`src/rtl/byteena_reg_bank_pkg.sv`:
```
// rtl/byteena_reg_bank_pkg.sv - shared types and helpers for the byte-enable register bank
package byteena_reg_bank_pkg;

  localparam int BYTE_W = 8;

  typedef enum logic {
    IDLE  = 1'b0,
    CLEAR = 1'b1
  } state_e;

  function automatic int num_bytes(input int data_w);
    return data_w / BYTE_W;
  endfunction

endpackage

```
`src/rtl/byteena_merge.sv`:
```
// rtl/byteena_merge.sv - per-byte merge of a new word over an old word
module byteena_merge
  import byteena_reg_bank_pkg::*;
#(
  parameter  int DATA_W    = 16,
  localparam int NUM_BYTES = num_bytes(DATA_W)
) (
  input  logic [DATA_W-1:0]    old_word,
  input  logic [DATA_W-1:0]    new_word,
  input  logic [NUM_BYTES-1:0] byteena,
  output logic [DATA_W-1:0]    merged_word
);

  always_comb begin
    merged_word = old_word;
    for (int i = 0; i < NUM_BYTES; i++) begin
      if (byteena[i]) begin
        merged_word[i*BYTE_W +: BYTE_W] = new_word[i*BYTE_W +: BYTE_W];
      end
    end
  end

endmodule

```
`src/rtl/byteena_reg_bank.sv`:
```
// rtl/byteena_reg_bank.sv - DEPTH x DATA_W register bank with byte enables,
// 1-cycle reads with write forwarding, and a sequential clear sweep
module byteena_reg_bank
  import byteena_reg_bank_pkg::*;
#(
  parameter  int DATA_W    = 16,
  parameter  int DEPTH     = 8,
  localparam int ADDR_W    = $clog2(DEPTH),
  localparam int NUM_BYTES = num_bytes(DATA_W)
) (
  input  logic                 clk,
  input  logic                 areset_n,
  input  logic                 wr_valid,
  output logic                 wr_ready,
  input  logic [ADDR_W-1:0]    wr_addr,
  input  logic [DATA_W-1:0]    wr_data,
  input  logic [NUM_BYTES-1:0] byteena,
  input  logic                 rd_req,
  input  logic [ADDR_W-1:0]    rd_addr,
  output logic                 rd_valid,
  output logic [DATA_W-1:0]    rd_data,
  input  logic                 clr,
  output logic                 busy,
  output logic [DEPTH-1:0]     word_vld
);

  state_e              state_q, state_d;
  logic [ADDR_W-1:0]   ptr_q, ptr_d;
  logic [DEPTH-1:0]    word_vld_q, word_vld_d;
  logic                rd_valid_q, rd_valid_d;
  logic [DATA_W-1:0]   rd_data_q, rd_data_d;
  logic                ready_en_q, ready_en_d;
  logic [DATA_W-1:0]   mem_q [DEPTH];
  logic [DATA_W-1:0]   mem_d [DEPTH];

  logic                wr_hit;
  logic [DATA_W-1:0]   wr_old;
  logic [DATA_W-1:0]   wr_merged;
  logic                wr_fire;
  logic                wr_commit;
  logic                fwd;
  logic [DATA_W-1:0]   rd_word;
  logic                rd_word_vld;

  // Address decode by comparison keeps out-of-range addresses from ever indexing storage.
  always_comb begin
    wr_hit      = 1'b0;
    wr_old      = '0;
    rd_word     = '0;
    rd_word_vld = 1'b0;
    for (int k = 0; k < DEPTH; k++) begin
      if (wr_addr == ADDR_W'(k)) begin
        wr_hit = 1'b1;
        wr_old = mem_q[k];
      end
      if (rd_addr == ADDR_W'(k)) begin
        rd_word     = mem_q[k];
        rd_word_vld = word_vld_q[k];
      end
    end
  end

  byteena_merge #(
    .DATA_W (DATA_W)
  ) u_merge (
    .old_word    (wr_old),
    .new_word    (wr_data),
    .byteena     (byteena),
    .merged_word (wr_merged)
  );

  assign wr_fire   = wr_valid && wr_ready;
  assign wr_commit = wr_fire && wr_hit && (|byteena);
  assign fwd       = wr_commit && (wr_addr == rd_addr);

  // FSM: next state
  always_comb begin
    state_d = state_q;
    ptr_d   = ptr_q;
    case (state_q)
      IDLE: begin
        if (clr) begin
          state_d = CLEAR;
          ptr_d   = '0;
        end
      end
      CLEAR: begin
        if (ptr_q == ADDR_W'(DEPTH - 1)) begin
          state_d = IDLE;
          ptr_d   = '0;
        end else begin
          ptr_d = ptr_q + 1'b1;
        end
      end
      default: state_d = IDLE;
    endcase
  end

  // FSM: outputs
  always_comb begin
    busy     = (state_q == CLEAR);
    wr_ready = ready_en_q && (state_q == IDLE) && !clr;
  end

  always_comb begin
    mem_d = mem_q;
    for (int k = 0; k < DEPTH; k++) begin
      if ((state_q == CLEAR) && (ptr_q == ADDR_W'(k))) begin
        mem_d[k] = '0;
      end else if (wr_commit && (wr_addr == ADDR_W'(k))) begin
        mem_d[k] = wr_merged;
      end
    end
  end

  always_comb begin
    word_vld_d = word_vld_q;
    if ((state_q == IDLE) && clr) begin
      word_vld_d = '0;
    end else if (wr_commit) begin
      for (int k = 0; k < DEPTH; k++) begin
        if (wr_addr == ADDR_W'(k)) begin
          word_vld_d[k] = 1'b1;
        end
      end
    end
  end

  // A same-edge write to the read address returns the merged word, not the stale one.
  always_comb begin
    rd_valid_d = rd_req;
    rd_data_d  = rd_data_q;
    if (rd_req) begin
      if (fwd) begin
        rd_data_d = wr_merged;
      end else if (rd_word_vld) begin
        rd_data_d = rd_word;
      end else begin
        rd_data_d = '0;
      end
    end
  end

  assign ready_en_d = 1'b1;

  // FSM: state register plus the remaining control/read flops
  always_ff @(posedge clk or negedge areset_n) begin
    if (!areset_n) begin
      state_q    <= IDLE;
      ptr_q      <= '0;
      word_vld_q <= '0;
      rd_valid_q <= 1'b0;
      rd_data_q  <= '0;
      ready_en_q <= 1'b0;
    end else begin
      state_q    <= state_d;
      ptr_q      <= ptr_d;
      word_vld_q <= word_vld_d;
      rd_valid_q <= rd_valid_d;
      rd_data_q  <= rd_data_d;
      ready_en_q <= ready_en_d;
    end
  end

  // Storage is deliberately left out of reset; word_vld masks its contents.
  always_ff @(posedge clk) begin
    mem_q <= mem_d;
  end

  assign rd_valid = rd_valid_q;
  assign rd_data  = rd_data_q;
  assign word_vld = word_vld_q;

endmodule

```
`config.mk`:
```
export PLATFORM = sky130hd
export DESIGN_NAME = byteena_reg_bank
export DESIGN_NICKNAME = d
export VERILOG_FILES = /design/src/rtl/byteena_reg_bank_pkg.sv /design/src/rtl/byteena_merge.sv /design/src/rtl/byteena_reg_bank.sv
export SDC_FILE = /design/constraint.sdc
export NUM_CORES = 1
export LEC_CHECK = 0
export BUFFER_PORTS_ARGS = -buffer_cell sky130_fd_sc_hd__buf_2
export CAP_MARGIN = 20
export CORE_MARGIN = 3
export CORE_UTILIZATION = 41
export DETAILED_ROUTE_END_ITERATION = 6
export PLACE_DENSITY = 0.55
export SLEW_MARGIN = 30
export SYNTH_ARGS = -nofsm -noshare
export SYNTH_HDL_FRONTEND = slang
export SYNTH_SLANG_ARGS = --single-unit
```
`constraint.sdc`:
```
create_clock -name clk -period 3.15 [get_ports clk]
set_input_delay 0.1575 -clock clk [delete_from_list [all_inputs] [get_ports clk]]
set_output_delay 0.1575 -clock clk [all_outputs]
set_load 0.01 [all_outputs]
```
==> summary.md <==
| Metric | Value |
|---|---|
| Place WS | 915 ps |
| Pwr Density | 545 nW/um^2 |
| Synth top area share | approximately 27% |
| Clock-pin slew on the worst setup and hold paths | ~60 ps |
| Clk root buf | clkbuf_16 |
| YS warnings | 0 |
| Achievable Freq | between 400 and 500 MHz |
| Inserted Diodes | 0 |
| Psw | 2.01 mW |
| Status | complete, no violations |
| Router iterations before antenna repair | 6 |
| Max Slew Vio Count | 0 |
| Setup Skew | approximately 6.7 ps |
| Leakage | 4.11 nW |
| Worst hold path type | in -> reg |
| Routed WL per cell | around 25 um |
| Num CTS Buffers | 17 |
| Final WS setup | slightly above 800 ps |
| Remaining global-route overflow | 0 |
| Crit path capture type | flop |
| Tot GR Track Use | about 29% |
| H-tree depth | 4 |
| Cells after Synth | between 1k and 1.5k |
| Post-Syn Nets | 1,149 |
| Slew @ Worst Pin | 1000 ps |
| Min Tclk post-route | around 2300 ps |
| Adder-cell share of the synthesized area | 0.796% |
| Worst EP arrival | between 2000 and 3000 ps |
| Initial antenna violation count | 2 |
| Most common cell in the netlist | nor2_1 |
| Comb power frac | between 20% and 30% |
| Worst-Skew Late Latency | approximately 440 ps |
| Worst stage delay on the critical path | approximately 570 ps |
| Detailed-route wire length | approximately 36,000 um |
| Die Wd | 158 um |
| Largest area contributor in the netlist | dfxtp_1 |
| Setup TNS | 0 ps |
| Area Overhead vs Synth | 11.8% |
| FP Rows | 54 |
| Final hold vios | 0 |
| Die Y-Extent | around 160 um |
| Compound-Gate Fraction of Synth Area | between 30% and 40% |
| Top post-synthesis cells by count | nor2_1 (160), dfxtp_1 (128), a21oi_1 (97), a22oi_1 (74) |
| Post-Syn Area | 9430 um^2 |
| DIE AREA | about 25,000 um^2 |
| Clock share of power | 34.1% |
| Routability cong. | 0.895 |
| Origin of the critical flop-to-flop path | busy$_DFF_PN0_ |
| Ys async rst share | 19.0% |
| Final setup fails | 0 |
| Cells along the critical path | nor3b_2 > buf_4 > nand2_2 > nor3b_2 > buf_4 > nand3_1 > a21oi_1 |
| First-pass GRT wire length | about 54,000 um |
| Sequential power share | a little over two fifths |
| RSZ-0062 raised after global routing | false |
| Worst path top cell family by delay | simple AND/OR/NAND/NOR gates |
| Sw frac | approximately a third |
| Req. time, crit path | ~3500 ps |
| Max IR drop VDD | ~0.00027 V |
| #FFs+latches synth | between 150 and 200 |
| Post-synth cell types | 66 |
| Main synth FF type | dfxtp_1 |
| Int Pwr | 3.75 mW |
| Mean Syn Cell Area | 8.47 um^2 |
| Proportion of synthesized area in mux cells | under 10% |
| Relative slew slack | 33.0% |
| Slowest cell on the critical path | nor3b_2 |
| Residual DRC count | 0 |
| Synth Area in XOR/XNOR | 0.279% |
| Register area share after synthesis | approximately a third |
| IO Port Bufs | 55 |
| I/O Pins | 56 |
| Routed vias/inst | 6.21 |
| First DRT Iteration DRCs | 928 |
| Critical path type | reg -> reg |
| Crit path launch type | flop |
| Buffers & Inverters on Critical Path | 2 |
| Ranking of synthesized cells by area | dfxtp_1 (27%), dfrtp_1 (8.0%), nor2_1 (6.4%), a22oi_1 (5.9%), a21oi_1 (5.1%) |
| EDFF count, synth | 0 |
| CP max FO | 15 |
| Vias in the first global route | 8,500 |
| Core box area | 22,200 um^2 |
| Final worst path period share | 74.2% |
| Hold_sp | rd_req |
| Setup bufs post-CTS | 0 |
| Remaining antenna violation count after routing | 0 |
| Largest family of logic cells by synthesized area | compound AO/OA/AOI/OAI gates |
| Critical path startpoint | busy$_DFF_PN0_ |
| Detailed placement HPWL | approximately 22,000 um |
| CTS tree | yes |
| CTS Buffer Depth | 2 |
| Simple-gate share of the synthesized area | approximately a fifth |
| Initial core utilization | 42.4% |
| Max cap viols | 0 |
| CTS sink cnt | 158 |
| Via count | between 8k and 9k |
| Cts repair resizes | 0 |
| Pin count of the biggest net entering global routing | between 70 and 80 |
| # nets final | roughly 1.2k |
| Layout cells sized above 1 | between 10% and 20% |
==> cell type report <==
| class | instances | area (um^2) |
|---|---|---|
| multi-input cells | 826 | 5540 |
| well taps | 280 | 350 |
| clock inverters | 10 | 63.8 |
| clock buffers | 21 | 470 |
| inverters | 27 | 101 |
| flip-flops and latches | 158 | 3310 |
| repair buffers | 106 | 703 |
| fillers | 2165 | 11700 |
==> power groups by stage <==
| stage | clock network (mW) | registers (mW) | logic, mW |
|---|---|---|---|
| final | 1.96 | 2.43 | 1.36 |
| after global routing | 2.09 | 2.46 | 1.47 |
| after CTS | 1.98 | 2.42 | 1.35 |
| after detailed placement | 0 | 2.46 | 1.34 |
| after global placement | 0 | 2.46 | 1.33 |
| after floorplan | 0 | 2.40 | 0.890 |
==> layout by cell type, fill, tap and decap left out, drive strengths merged, types with 3 or more instances in the layout <==
| cell type | synthesis | final |
|---|---|---|
| nor2 | 160 | 160 |
| a2bb2oi | 3 | 3 |
| a21boi | 15 | 15 |
| nand2b | 41 | 41 |
| nor2b | 17 | 17 |
| o31ai | 16 | 16 |
| o31a | 9 | 9 |
| clkinv | 0 | 7 |
| dfxtp | 128 | 128 |
| o21ai | 18 | 18 |
| and3 | 8 | 8 |
| a211oi | 8 | 8 |
| o2bb2ai | 5 | 5 |
| clkbuf | 49 | 21 |
| nand3 | 67 | 67 |
| mux2i | 24 | 24 |
| dfrtp | 30 | 30 |
| a211o | 16 | 16 |
| ha | 6 | 6 |
| inv | 27 | 29 |
| nor3b | 4 | 4 |
| o221ai | 18 | 18 |
| a31oi | 6 | 6 |
| nand4 | 3 | 3 |
| buf | 54 | 104 |
| a221o | 6 | 6 |
| nand2 | 67 | 67 |
| nand4b | 4 | 4 |
| a22oi | 88 | 88 |
| and2 | 10 | 10 |
| xor2 | 3 | 3 |
| nor3 | 4 | 4 |
| o22ai | 12 | 12 |
| a21oi | 99 | 99 |
| mux2 | 22 | 22 |
| o211ai | 25 | 25 |
| o221a | 15 | 15 |
| a32o | 5 | 5 |
| o21a | 9 | 9 |
==> path summary, 6_finish.rpt <==
path	cells after the start	slack (ps)	end
worst min-delay path	1	130	rd_valid$_DFF_PN0_
worst min register to register	2	470	mem_q[43]$_SDFFE_PP0P_
worst max-delay path	7	810	mem_q[93]$_SDFFE_PP0P_
max in group asynchronous	3	2540	rd_data[5]$_DFFE_PN0P_
min in group asynchronous	2	160	rd_valid$_DFF_PN0_
worst max register to register	7	810	mem_q[93]$_SDFFE_PP0P_
==> registers in the layout, summed over array words and instances (netlist names) <==
name        count
ptr_q           3
ready_en_q      1
busy            1
mem_q         128
word_vld        8
rd_data        16
rd_valid        1
==> logic make-up (layout without fill, tap and decap cells) <==
logic type,after synthesis,after routing
xor+xnor,3,3
buf+inv,130,164
fa+ha+maj,6,6
flops,158,158
other cells,1,1
simple gates,392,392
compound gates,378,378
mux,46,46
==> metrics by stage <==
step	instances	hold WS (ps)	util [%]	cell area, um^2	total power [mW]
global route	1428	121	47.4	10500	6.01
floorplan	1114	-138	-	9430	3.29
finish	1428	129	47.4	10500	5.75
CTS	1427	124	47.3	10500	5.75
detailed placement	1394	332	44.8	9970	3.81
global placement	1394	327	44.8	9970	3.79
==> routing by layer <==
layer	track usage [%]	wire length [um]	vias to the layer above
met5	0	0	-
met2	45.4	16100	418
li1	-	-	4114
met4	8.55	925	0
met3	6.31	3020	65
met1	39.5	15500	4271
==> timing repair <==
item,4_1_cts,5_1_grt
hold buffers,2,0
endpoints found under the setup margin,0,0
endpoints found under the hold margin,32,0
No activity file was read; power rests on OpenSTA's default activity.
